[src/rtl/cdb_arbiter_if.sv]
// cdb_arbiter_if: producer inputs, stall back-pressure and CDB broadcast bundle.
interface cdb_arbiter_if #(parameter int ROB_WIDTH = 4);
    logic                 readyIn;
    logic                 clear;
    logic                 aluFlag;
    logic [ROB_WIDTH-1:0] aluId;
    logic [31:0]          aluValue;
    logic                 aluStall;
    logic                 loadFlag;
    logic [ROB_WIDTH-1:0] loadId;
    logic [31:0]          loadValue;
    logic                 loadStall;
    logic                 cdbFlag;
    logic [ROB_WIDTH-1:0] cdbId;
    logic [31:0]          cdbValue;
    modport master (
        output readyIn, clear, aluFlag, aluId, aluValue, loadFlag, loadId, loadValue,
        input  aluStall, loadStall, cdbFlag, cdbId, cdbValue
    );
    modport slave (
        input  readyIn, clear, aluFlag, aluId, aluValue, loadFlag, loadId, loadValue,
        output aluStall, loadStall, cdbFlag, cdbId, cdbValue
    );
endinterface

[src/rtl/cdb_arbiter.sv]
// cdb_arbiter: round-robin share of the ROB write-back port between ALU and load results.
module cdb_arbiter #(
    parameter int ROB_WIDTH   = 4,
    parameter int QUEUE_DEPTH = 2
) (
    input logic           clockIn,
    input logic           resetIn,
    cdb_arbiter_if.slave  bus
);
    localparam int   PW   = $clog2(QUEUE_DEPTH);
    localparam int   CW   = PW + 1;
    localparam logic LOAD = 1'b1;

    // source index 0 is the ALU, 1 is the load path
    logic [ROB_WIDTH-1:0] r_q_id  [2][QUEUE_DEPTH];
    logic [31:0]          r_q_val [2][QUEUE_DEPTH];
    logic [PW-1:0]        r_head  [2];
    logic [PW-1:0]        r_tail  [2];
    logic [CW-1:0]        r_cnt   [2];
    logic                 r_last;
    logic                 r_cdb_flag;
    logic [ROB_WIDTH-1:0] r_cdb_id;
    logic [31:0]          r_cdb_val;

    logic [1:0]           w_flag, w_full, w_head_ok, w_in, w_cand, w_grant, w_pop, w_push;
    logic [ROB_WIDTH-1:0] w_in_id   [2];
    logic [ROB_WIDTH-1:0] w_cand_id [2];
    logic [31:0]          w_in_val  [2];
    logic [31:0]          w_cand_val[2];
    logic                 w_win;

    always_comb begin
        w_flag      = {bus.loadFlag, bus.aluFlag};
        w_in_id[0]  = bus.aluId;
        w_in_id[1]  = bus.loadId;
        w_in_val[0] = bus.aluValue;
        w_in_val[1] = bus.loadValue;
        for (int s = 0; s < 2; s++) begin
            w_full[s]     = r_cnt[s] == CW'(QUEUE_DEPTH);
            w_head_ok[s]  = r_cnt[s] != '0;
            w_in[s]       = w_flag[s] & ~w_full[s];
            w_cand[s]     = w_head_ok[s] | w_in[s];
            w_cand_id[s]  = w_head_ok[s] ? r_q_id[s][r_head[s]]  : w_in_id[s];
            w_cand_val[s] = w_head_ok[s] ? r_q_val[s][r_head[s]] : w_in_val[s];
        end
        w_win   = (&w_cand) ? ~r_last : w_cand[1];
        w_grant = (|w_cand) ? (w_win ? 2'b10 : 2'b01) : 2'b00;
        w_pop   = w_grant & w_head_ok;
        // an incoming entry that wins on an empty queue bypasses straight to the CDB
        w_push  = w_in & ~(w_grant & ~w_head_ok);
    end

    always_ff @(posedge clockIn or negedge resetIn) begin
        if (!resetIn) begin
            r_cdb_flag <= 1'b0;
            r_cdb_id   <= '0;
            r_cdb_val  <= '0;
            r_last     <= LOAD;
            for (int s = 0; s < 2; s++) begin
                r_head[s] <= '0;
                r_tail[s] <= '0;
                r_cnt[s]  <= '0;
            end
        end else if (bus.readyIn) begin
            if (bus.clear) begin
                r_cdb_flag <= 1'b0;
                r_last     <= LOAD;
                for (int s = 0; s < 2; s++) begin
                    r_head[s] <= '0;
                    r_tail[s] <= '0;
                    r_cnt[s]  <= '0;
                end
            end else begin
                r_cdb_flag <= |w_cand;
                if (|w_cand) begin
                    r_cdb_id  <= w_cand_id[w_win];
                    r_cdb_val <= w_cand_val[w_win];
                    r_last    <= w_win;
                end
                for (int s = 0; s < 2; s++) begin
                    if (w_pop[s]) r_head[s] <= r_head[s] + PW'(1);
                    if (w_push[s]) r_tail[s] <= r_tail[s] + PW'(1);
                    r_cnt[s] <= r_cnt[s] + CW'(w_push[s]) - CW'(w_pop[s]);
                end
            end
        end
    end

    always_ff @(posedge clockIn) begin
        if (bus.readyIn && !bus.clear) begin
            for (int s = 0; s < 2; s++) begin
                if (w_push[s]) begin
                    r_q_id[s][r_tail[s]]  <= w_in_id[s];
                    r_q_val[s][r_tail[s]] <= w_in_val[s];
                end
            end
        end
    end

    assign bus.aluStall  = w_full[0];
    assign bus.loadStall = w_full[1];
    assign bus.cdbFlag   = r_cdb_flag;
    assign bus.cdbId     = r_cdb_id;
    assign bus.cdbValue  = r_cdb_val;
endmodule
[src/flat_wrapper.sv]
// flat-port wrapper written by rule: the top's interface ports become plain ports
module cdb_arbiter_flat 
#(
    parameter int ROB_WIDTH   = 4,
    parameter int QUEUE_DEPTH = 2
)
  (clockIn, resetIn, bus_readyIn, bus_clear, bus_aluFlag, bus_aluId, bus_aluValue, bus_loadFlag, bus_loadId, bus_loadValue, bus_aluStall, bus_loadStall, bus_cdbFlag, bus_cdbId, bus_cdbValue);
  cdb_arbiter_if #(.ROB_WIDTH(ROB_WIDTH)) bus_i ();
  input logic clockIn;
  input logic resetIn;
  input wire logic [$bits(bus_i.readyIn)-1:0] bus_readyIn;
  input wire logic [$bits(bus_i.clear)-1:0] bus_clear;
  input wire logic [$bits(bus_i.aluFlag)-1:0] bus_aluFlag;
  input wire logic [$bits(bus_i.aluId)-1:0] bus_aluId;
  input wire logic [$bits(bus_i.aluValue)-1:0] bus_aluValue;
  input wire logic [$bits(bus_i.loadFlag)-1:0] bus_loadFlag;
  input wire logic [$bits(bus_i.loadId)-1:0] bus_loadId;
  input wire logic [$bits(bus_i.loadValue)-1:0] bus_loadValue;
  output wire logic [$bits(bus_i.aluStall)-1:0] bus_aluStall;
  output wire logic [$bits(bus_i.loadStall)-1:0] bus_loadStall;
  output wire logic [$bits(bus_i.cdbFlag)-1:0] bus_cdbFlag;
  output wire logic [$bits(bus_i.cdbId)-1:0] bus_cdbId;
  output wire logic [$bits(bus_i.cdbValue)-1:0] bus_cdbValue;
  assign bus_i.readyIn = bus_readyIn;
  assign bus_i.clear = bus_clear;
  assign bus_i.aluFlag = bus_aluFlag;
  assign bus_i.aluId = bus_aluId;
  assign bus_i.aluValue = bus_aluValue;
  assign bus_i.loadFlag = bus_loadFlag;
  assign bus_i.loadId = bus_loadId;
  assign bus_i.loadValue = bus_loadValue;
  assign bus_aluStall = bus_i.aluStall;
  assign bus_loadStall = bus_i.loadStall;
  assign bus_cdbFlag = bus_i.cdbFlag;
  assign bus_cdbId = bus_i.cdbId;
  assign bus_cdbValue = bus_i.cdbValue;
  cdb_arbiter #(.ROB_WIDTH(ROB_WIDTH), .QUEUE_DEPTH(QUEUE_DEPTH)) u_core (.clockIn(clockIn), .resetIn(resetIn), .bus(bus_i));
endmodule
[config.mk]
export PLATFORM = sky130hd
export DESIGN_NAME = cdb_arbiter_flat
export DESIGN_NICKNAME = d
export VERILOG_FILES = /design/src/rtl/cdb_arbiter_if.sv /design/src/rtl/cdb_arbiter.sv /design/src/flat_wrapper.sv
export SDC_FILE = /design/constraint.sdc
export NUM_CORES = 1
export LEC_CHECK = 0
export CAP_MARGIN = 15
export CORE_MARGIN = 2
export CORE_UTILIZATION = 46
export CTS_CLUSTER_SIZE = 16
export DETAILED_ROUTE_END_ITERATION = 10
export HOLD_SLACK_MARGIN = 0.08
export PLACE_DENSITY_LB_ADDON = 0.05
export SYNTH_ARGS = -nofsm -noshare
export SYNTH_HDL_FRONTEND = slang
export SYNTH_SLANG_ARGS = --single-unit
[constraint.sdc]
create_clock -name clockIn -period 6.51 [get_ports clockIn]
set_input_delay 1.302 -clock clockIn [delete_from_list [all_inputs] [get_ports clockIn]]
set_output_delay 1.302 -clock clockIn [all_outputs]
set_load 0.02 [all_outputs]
==> results of run 1 <==
-- flip-flops by register name, indices dropped and copies added, names as in the netlist --
| register | cells |
|---|---|
| u_core.r_q_val | 128 |
| u_core.r_last | 1 |
| u_core.bus.cdbValue | 32 |
| u_core.r_tail | 2 |
| u_core.r_head | 2 |
| u_core.r_q_id | 16 |
| u_core.bus.cdbFlag | 1 |
| u_core.bus.cdbId | 4 |
| u_core.r_cnt | 4 |
-- layout make-up --
class,instances,share of cell area
Multi-Input combinational cell,346,0.2351
Timing Repair Buffer,124,0.1233
Tap cell,225,0.02808
Clock buffer,21,0.04593
Sequential cell,190,0.5466
Inverter,6,0.002247
Clock inverter,11,0.01872
-- cell families after synthesis --
kind of cell    count (synthesis)
compound gates                127
xor+xnor                        2
fa+ha+maj                       4
buf+inv                        46
flops                         190
mux                            73
simple gates                  140
-- worst min-delay path by stage --
stage	from	end	slack, ns	depth (start not counted)
floorplan	u_core.r_cnt[1]$_DFFE_PN0P_	u_core.r_cnt[1]$_DFFE_PN0P_	0.50	1
global placement	u_core.bus.cdbFlag$_DFFE_PN0P_	u_core.bus.cdbFlag$_DFFE_PN0P_	0.50	1
detailed placement	u_core.bus.cdbFlag$_DFFE_PN0P_	u_core.bus.cdbFlag$_DFFE_PN0P_	0.51	1
CTS	u_core.bus.cdbFlag$_DFFE_PN0P_	u_core.bus.cdbFlag$_DFFE_PN0P_	0.54	1
global route	u_core.bus.cdbFlag$_DFFE_PN0P_	u_core.bus.cdbFlag$_DFFE_PN0P_	0.56	1
finish	u_core.bus.cdbFlag$_DFFE_PN0P_	u_core.bus.cdbFlag$_DFFE_PN0P_	0.54	1
-- power by group through the flow --
stage | logic [mW] | registers, mW | clock network, mW
after global routing | 1.43 | 1.64 | 1.20
after floorplan | 0.710 | 1.73 | 0
after CTS | 1.33 | 1.62 | 1.15
final | 1.31 | 1.62 | 1.13
after global placement | 1.30 | 1.64 | 0
after detailed placement | 1.32 | 1.64 | 0
-- worst max-delay path: stages --
cell	delay [ns]
clkdlybuf4s50_1	0.45
buf_4	0.35
or3_1	0.34
a21o_1	0.17
nand3_1	0.14
nor2_4	0.88
-- stage by stage --
step | total power, mW | utilization | setup slack (ns)
6_report | 4.064 | 0.5836 | 2.880
3_3_place_gp | 2.941 | 0.5443 | 2.479
4_1_cts | 4.095 | 0.5836 | 2.870
5_1_grt | 4.268 | 0.5836 | 2.666
3_5_place_dp | 2.964 | 0.5459 | 2.414
2_1_floorplan | 2.439 | - | 2.808
-- layer usage --
metal	GRT usage	up-vias
li1	-	2414
met1	0.2822	2536
met2	0.3162	149
met3	0.04101	23
met4	0.06944	0
met5	0	-
-- placed cells by master, fill, tap and decap left out, types with 3 or more instances in the layout --
cell type	synthesis	routed
ha_1	4	4
inv_1	6	6
nor2_1	79	76
o21ai_0	44	44
and3_1	37	35
bufinv_16	0	5
nand2_1	11	11
buf_4	2	7
mux2_2	36	36
a22oi_1	36	36
nor2_4	0	3
a31oi_1	36	36
nor2b_1	4	4
clkbuf_16	0	17
dfrtp_1	45	43
nand2b_1	3	3
clkdlybuf4s50_1	0	115
mux2i_1	37	37
edfxtp_1	144	144
==> flow_summary.yaml, run 1 <==
run_status:
  run_status: "completed"
route:
  wl_met3_um: 894
  highest_layer: "met4"
  drt-vias-per-instance: 5.549
  wl_met2_mm: 8.530
  firstDrtPassIters: 4
  wl_per_cell_um: 19.53
  wirelength_mm: 18.03
  drt-met1-wl_mm: 8.343
  drcViolationCount: 0
  ant_nets: 0
  drt-initial-drc-count: 385
  vias: 5122
synth:
  yosys_warnings: 0
  synth_top_family_by_area: "compound AO/OA/AOI/OAI gates"
  synth_nets: 664
  yosys.area_share.simple: 0.08098
  synth_compound_area_frac: 0.1022
  synth_top_area_cell: "edfxtp_1"
  avgSynthCellArea_um2: 13.75
  synth_top_area_frac: 0.5403
  syn_inst: 582
  synth_edf_count: 144
  muxShareOfSynthArea: 0.09692
  synth.most_common_cell: "edfxtp_1"
  synth_commonest_cells: "edfxtp_1 (144), nor2_1 (79), dfrtp_1 (45)"
  synthAdderAreaFrac: 0.006253
  synth_xor_xnor_area_share: 0.002189
  ys_top_cells_by_area: "edfxtp_1 (54%), dfrtp_1 (14%), mux2_2 (5.1%)"
  synth_seq_cells: 190
  synth_area_um2: 8004
  synth.distinct_cells: 32
  async_flop_share: 0.2421
  synth_ff_type: "edfxtp_1"
  yosysSeqAreaShare: 0.6842
pwr:
  ir_drop_uv: 416.6
  p_switching_mw: 1.296
  p_sw_frac: 0.3189
  pwr-share-seq: 0.399
  combPwrFrac: 0.322
  intPower_mw: 2.768
  leakage_nw: 3.543
  p_clk_frac: 0.279
  powerDensity_nw_per_um2: 405.4
cells_and_area:
  syn_to_final_growth_pct: 25.25
  nets: 767
  register_area_um2: 5479
  fillers: 1416
  drive_above_1_share: 0.1246
  final_area_um2: 10020
  antenna_cells: 0
  fin_cells: 923
  multi_input_area_um2: 2357
placed_design:
  dpl_cell_area_um2: 9376
  dp_hpwl_mm: 10.61
  dp.cells: 891
  numPortBuffers: 116
  gp_congestion: 0.7983
floorplanning:
  die_h_um: 135.9
  start_util: 0.4660
  dieArea_um2: 18470
  rows: 48
  io_pins: 117
  die_w_um: 135.9
  core_um2: 17180
timing:
  fin_setup_tns_ns: 0
  fmax_ghz: 0.2755
  tightestPinTransition_ns: 1.151
  finalCritPeriodShare: 0.5576
  rsz0062_at_grt: "no"
  relSlewSlack: 0.2308
  post-route-min-period_ns: 3.630
  hold_ws_ns: 0.5417
  setup_viol: 0
  final-hold-violation-count: 0
  timing.clock.skew_ns: 0.006779
  drv_slew: 0
critical_path:
  cp-startpoint: "bus_loadFlag"
  worstPathRequired_ns: 6.55
  rr_startpoint: "u_core.r_cnt[1]$_DFFE_PN0P_"
  worst-setup-path-type: "in -> reg"
  reg2reg_slack_ns: 4.01
  worstReg2RegEnd: "u_core.bus.cdbValue[28]$_DFFE_PN0P_"
  crit_path_end: "u_core.r_q_val[0][44]$_DFFE_PP_"
  cp_max_fo: 39
  critical_path_arrival_ns: 3.67
  start_kind: "primary input"
  worstRegToRegCells: 4
  worstSetupEndpointType: "register"
clock_tree:
  numCtsBuffers: 17
  cts_sinks: 190
  cts_tree: "done"
  clock_latency_ns: 0.42
  postCtsSetupBuffers: 0
  cts-root-buf: "clkbuf_16"
  cts-htree-levels: 4
  ctsHoldBuffers: 0
  path_clk_slew_ns: 0.07
  clockBufferDepth: 2
  cts_resized: 0
global_route:
  grt_max_degree: 73
  grt.total_usage: 0.2016
  grt_pass1_wl_mm: 28.00
  antenna_found_initial: 0
  grt_pass1_vias: 5163
  overflow: 0
min_path:
  worstHoldPathType: "reg -> reg"
run:
  max_cap_violations: 0
Power figures use the tool's default switching activity.
==> inputs of run 2 (changes only) <==
clock period = 3.47 ns   (was 6.51 ns; I/O delays follow)
==> run 2 against run 1 <==
  * Final cell count increased by 0.98%
  * Power increased by 87%
  * Cell area increased by 0.59%
  * Largest power group unchanged
  * Highest routed layer unchanged
==> flow_summary.yaml, run 2 (synthesis gave the netlist of run 1 again) <==
run_status:
  run_status: "completed"
global_route:
  grt_max_degree: 72
  grt.total_usage: 0.2101
  grt_pass1_vias: 5234
  overflow: 0
  antenna_found_initial: 0
  grt_pass1_wl_mm: 28.88
clock_tree:
  numCtsBuffers: 17
  cts_sinks: 190
  cts-root-buf: "clkbuf_16"
  cts_resized: 0
  path_clk_slew_ns: 0.06
  cts-htree-levels: 4
  cts_tree: "done"
  clock_latency_ns: 0.42
  ctsHoldBuffers: 0
  clockBufferDepth: 2
  postCtsSetupBuffers: 0
critical_path:
  worstPathRequired_ns: 3.51
  path_buf_inv: 1
  worstSetupEndpointType: "register"
  crit_family: "simple AND/OR/NAND/NOR gates"
  start_kind: "primary input"
  critical_path_arrival_ns: 2.65
  cp-startpoint: "bus_loadFlag"
  cp_cell_sequence: "clkdlybuf4s50_1 -> or3_1 -> a21o_1 -> and2_1 -> and3_2"
  cp_max_fo: 36
  slowest_delay_ns: 0.84
  worst-setup-path-type: "in -> reg"
  rr_startpoint: "u_core.r_cnt[1]$_DFFE_PN0P_"
  cpMaxStageDelayCell: "and3_2"
timing:
  hold_ws_ns: 0.3303
  fin_setup_tns_ns: 0
  drv_slew: 0
  timing.clock.skew_ns: 0.007171
  final-hold-violation-count: 0
  relSlewSlack: 0.3401
  post-route-min-period_ns: 2.609
  rsz0062_at_grt: "no"
  fmax_ghz: 0.3833
  setup_viol: 0
  tightestPinTransition_ns: 0.9898
  finalCritPeriodShare: 0.7519
placed_design:
  gp_congestion: 0.8612
  numPortBuffers: 116
  dp_hpwl_mm: 11.20
  dp.cells: 900
cells_and_area:
  largest_reg_flops: 128
  antenna_cells: 0
  drive_above_1_share: 0.1386
  nets: 776
  fin_util: 0.5870
  final_common_cell: "edfxtp_1"
  layout_common_cells: "edfxtp_1 (144), clkdlybuf4s50_1 (115), nor2_1 (76)"
  fillers: 1412
  syn_to_final_growth_pct: 25.98
  fin_cells: 932
run:
  max_cap_violations: 0
pwr:
  powerDensity_nw_per_um2: 755.0
  ir_drop_uv: 380.4
  leakage_nw: 3.588
  fin_total_pwr_mw: 7.613
route:
  drcViolationCount: 0
  ant_nets: 0
  vias: 5172
  drt-initial-drc-count: 360
  drt-vias-per-instance: 5.549
  wirelength_mm: 18.67
  wl_per_cell_um: 20.04
  firstDrtPassIters: 5
floorplanning:
  dieArea_um2: 18470
  core_um2: 17180
  die_w_um: 135.9
  start_util: 0.4660
  rows: 48
  io_pins: 117
  die_h_um: 135.9
min_path:
  worstHoldPathType: "in -> async"
run 2: routing by layer:
metal,vias up,global-route usage,part of all wire
met5,-,0,0
met4,0,0.04745,0.0063
met3,8,0.04213,0.056
met2,154,0.3269,0.47
met1,2588,0.3074,0.46
li1,2422,-,-
run 2: area by class of cell:
| type | count | area (µm²) | area share |
|---|---|---|---|
| timing repair buffer | 133 | 1309 | 0.1298 |
| inverter | 6 | 22.52 | 0.002234 |
| tap | 225 | 281.5 | 0.02792 |
| sequential | 190 | 5479 | 0.5434 |
| clock inverter | 11 | 163.9 | 0.01626 |
| multi-input combinational | 346 | 2357 | 0.2338 |
| clock buffer | 21 | 470.5 | 0.04666 |
run 2: power breakdown:
| part | switching (mW) | internal, mW | total (mW) | leakage [nW] |
|---|---|---|---|---|
| registers | 0.277 | 2.79 | 3.06 | 1.83 |
| logic | 1.38 | 1.11 | 2.49 | 1.45 |
| clock network | 0.799 | 1.26 | 2.06 | 0.309 |
| total | 2.45 | 5.16 | 7.61 | 3.59 |
run 2: final timing paths:
kind	end	slack, ns	cells past startpoint
min reg2reg	u_core.bus.cdbFlag$_DFFE_PN0P_	0.51	1
min in group clockIn	u_core.bus.cdbFlag$_DFFE_PN0P_	0.51	1
min	u_core.r_cnt[0]$_DFFE_PN0P_	0.33	1
max	u_core.r_q_val[0][17]$_DFFE_PP_	0.86	5
max in group asynchronous	u_core.bus.cdbValue[30]$_DFFE_PN0P_	2.31	2
max reg2reg	u_core.r_q_val[0][17]$_DFFE_PP_	1.07	4
run 2: stage by stage:
stage | instance area [µm²] | setup WS (ns)
3_5_place_dp | 9449 | 0.4337
4_1_cts | 10080 | 0.8708
5_1_grt | 10080 | 0.7535
6_report | 10080 | 0.8608
2_1_floorplan | 8004 | 0.3764
3_3_place_gp | 9449 | 0.4732
==> inputs of run 3 (changes only) <==
clock period = 2.56 ns   (was 3.47 ns; I/O delays follow)
==> run 3 against run 2 <==
  * Register-to-register slack lost 0.70 ns
  * Critical endpoint is now bus_aluStall
  * Count of clock-buffer cells in the layout fell by 1
  * Clock power up 27%
==> flow_summary.yaml, run 3 (synthesis gave the netlist of run 1 again) <==
run_status:
  run_status: "completed"
placed_design:
  dp.cells: 906
  numPortBuffers: 116
  place_ws_ns: -0.1660
  gp_congestion: 0.8111
  dp_hpwl_mm: 11.17
floorplanning:
  die_h_um: 135.9
  dieArea_um2: 18470
  core_um2: 17180
  rows: 48
  io_pins: 117
  start_util: 0.4660
  die_w_um: 135.9
critical_path:
  worstSetupEndpointType: "output port"
  start_kind: "register"
  cp_max_fo: 6
  worstPathRequired_ns: 2.05
  critical_path_arrival_ns: 1.73
  worst-setup-path-type: "reg -> out"
pwr:
  p_clk_frac: 0.257
  powerDensity_nw_per_um2: 1004
  p_sw_frac: 0.3253
  p_switching_mw: 3.314
  combPwrFrac: 0.339
  leakage_nw: 3.595
  ir_drop_uv: 625.6
  pwr-share-seq: 0.404
  fin_total_pwr_mw: 10.19
  intPower_mw: 6.874
cells_and_area:
  fillers: 1387
  nets: 782
  final_common_cell: "edfxtp_1"
  drive_above_1_share: 0.1404
  fin_cells: 937
  layout_common_cells: "edfxtp_1 (144), clkdlybuf4s50_1 (115), nor2_1 (76)"
  syn_to_final_growth_pct: 26.83
  largest_reg_flops: 128
  antenna_cells: 0
route:
  vias: 5133
  drt-initial-drc-count: 302
  firstDrtPassIters: 4
  wl_per_cell_um: 19.79
  drt-vias-per-instance: 5.478
  ant_nets: 0
  wirelength_mm: 18.54
  drcViolationCount: 0
clock_tree:
  cts_sinks: 190
  clock_latency_ns: 0.42
  numCtsBuffers: 17
  clockBufferDepth: 2
  postCtsSetupBuffers: 0
  cts-htree-levels: 4
  cts_resized: 0
  cts-root-buf: "clkbuf_16"
  ctsHoldBuffers: 0
  cts_tree: "done"
  path_clk_slew_ns: 0.07
global_route:
  grt_use_met1: 0.2949
  grtUsageMet2: 0.3280
  grt_pass1_wl_mm: 28.65
  antenna_found_initial: 0
  grt_pass1_vias: 5135
  grt_max_degree: 41
  grt.total_usage: 0.2073
  overflow: 0
  busiest_layer: "met2"
  met3_usage: 0.03617
timing:
  final-hold-violation-count: 0
  fin_setup_tns_ns: 0
  relSlewSlack: 0.2568
  post-route-min-period_ns: 2.237
  setup_viol: 0
  tightestPinTransition_ns: 1.112
  fin_ws_ns: 0.3226
  drv_slew: 0
  rsz0062_at_grt: "no"
  finalCritPeriodShare: 0.8740
  timing.clock.skew_ns: 0.01369
  hold_ws_ns: 0.1324
  fmax_ghz: 0.4469
min_path:
  worstHoldPathType: "in -> async"
run:
  max_cap_violations: 0
-- run 3: changes by cell type in the layout (fill, tap and decap cells not counted) --
cell        change
buf_12          +6
clkinv_1        +1
clkbuf_8        -3
clkinvlp_4      +3
bufinv_16       -1
clkbuf_1        +2
clkinv_2        -3
-- run 3: per-layer routing --
layer / vias up / part of all wire
met4: 0 / 0.014
met2: 128 / 0.47
met1: 2542 / 0.46
li1: 2442 / -
met5: - / 0
met3: 21 / 0.048
-- run 3: worst paths after layout --
| kind | from | end | slack [ns] | depth (start not counted) |
|---|---|---|---|---|
| worst max-delay path | u_core.r_cnt[3]$_DFFE_PN0P_ | bus_aluStall | 0.32 | 2 |
| worst max register to register | u_core.r_cnt[1]$_DFFE_PN0P_ | u_core.r_cnt[3]$_DFFE_PN0P_ | 0.37 | 10 |
| max in group asynchronous | resetIn | u_core.r_last$_DFFE_PN1P_ | 1.73 | 2 |
| worst min register to register | u_core.bus.cdbFlag$_DFFE_PN0P_ | u_core.bus.cdbFlag$_DFFE_PN0P_ | 0.49 | 1 |
| worst min-delay path | resetIn | u_core.bus.cdbId[1]$_DFFE_PN0P_ | 0.13 | 1 |
| min in group clockIn | u_core.bus.cdbFlag$_DFFE_PN0P_ | u_core.bus.cdbFlag$_DFFE_PN0P_ | 0.49 | 1 |
-- run 3: worst max-delay path, cell delays in order, from the launching register on --
cell	delay, ns
dfrtp_1	0.48
nor2b_1	0.20
clkdlybuf4s50_1	0.63
-- run 3: power by group through the flow --
stage	Combinational [mW]	Sequential, mW	Clock (mW)
6_report	3.45	4.12	2.62
5_1_grt	3.78	4.17	2.79
4_1_cts	3.49	4.13	2.66
3_5_place_dp	3.48	4.19	0
3_3_place_gp	3.45	4.18	0
2_1_floorplan	1.81	4.39	0
-- run 3: per-stage QoR --
step / cell area [µm²] / utilization
final: 10150 / 0.5910
after CTS: 10150 / 0.5910
after floorplan: 8009 / -
after global routing: 10150 / 0.5910
after global placement: 9569 / 0.5571
after detailed placement: 9569 / 0.5571
-- run 3: area by class of cell --
class | count | area [µm²] | area share
flip-flops and latches | 190 | 5479 | 0.5397
multi-input cells | 346 | 2357 | 0.2322
repair buffers | 139 | 1429 | 0.1408
clock buffers | 20 | 436.7 | 0.04302
well taps | 225 | 281.5 | 0.02773
clock inverters | 11 | 145.1 | 0.01430
inverters | 6 | 22.52 | 0.002219
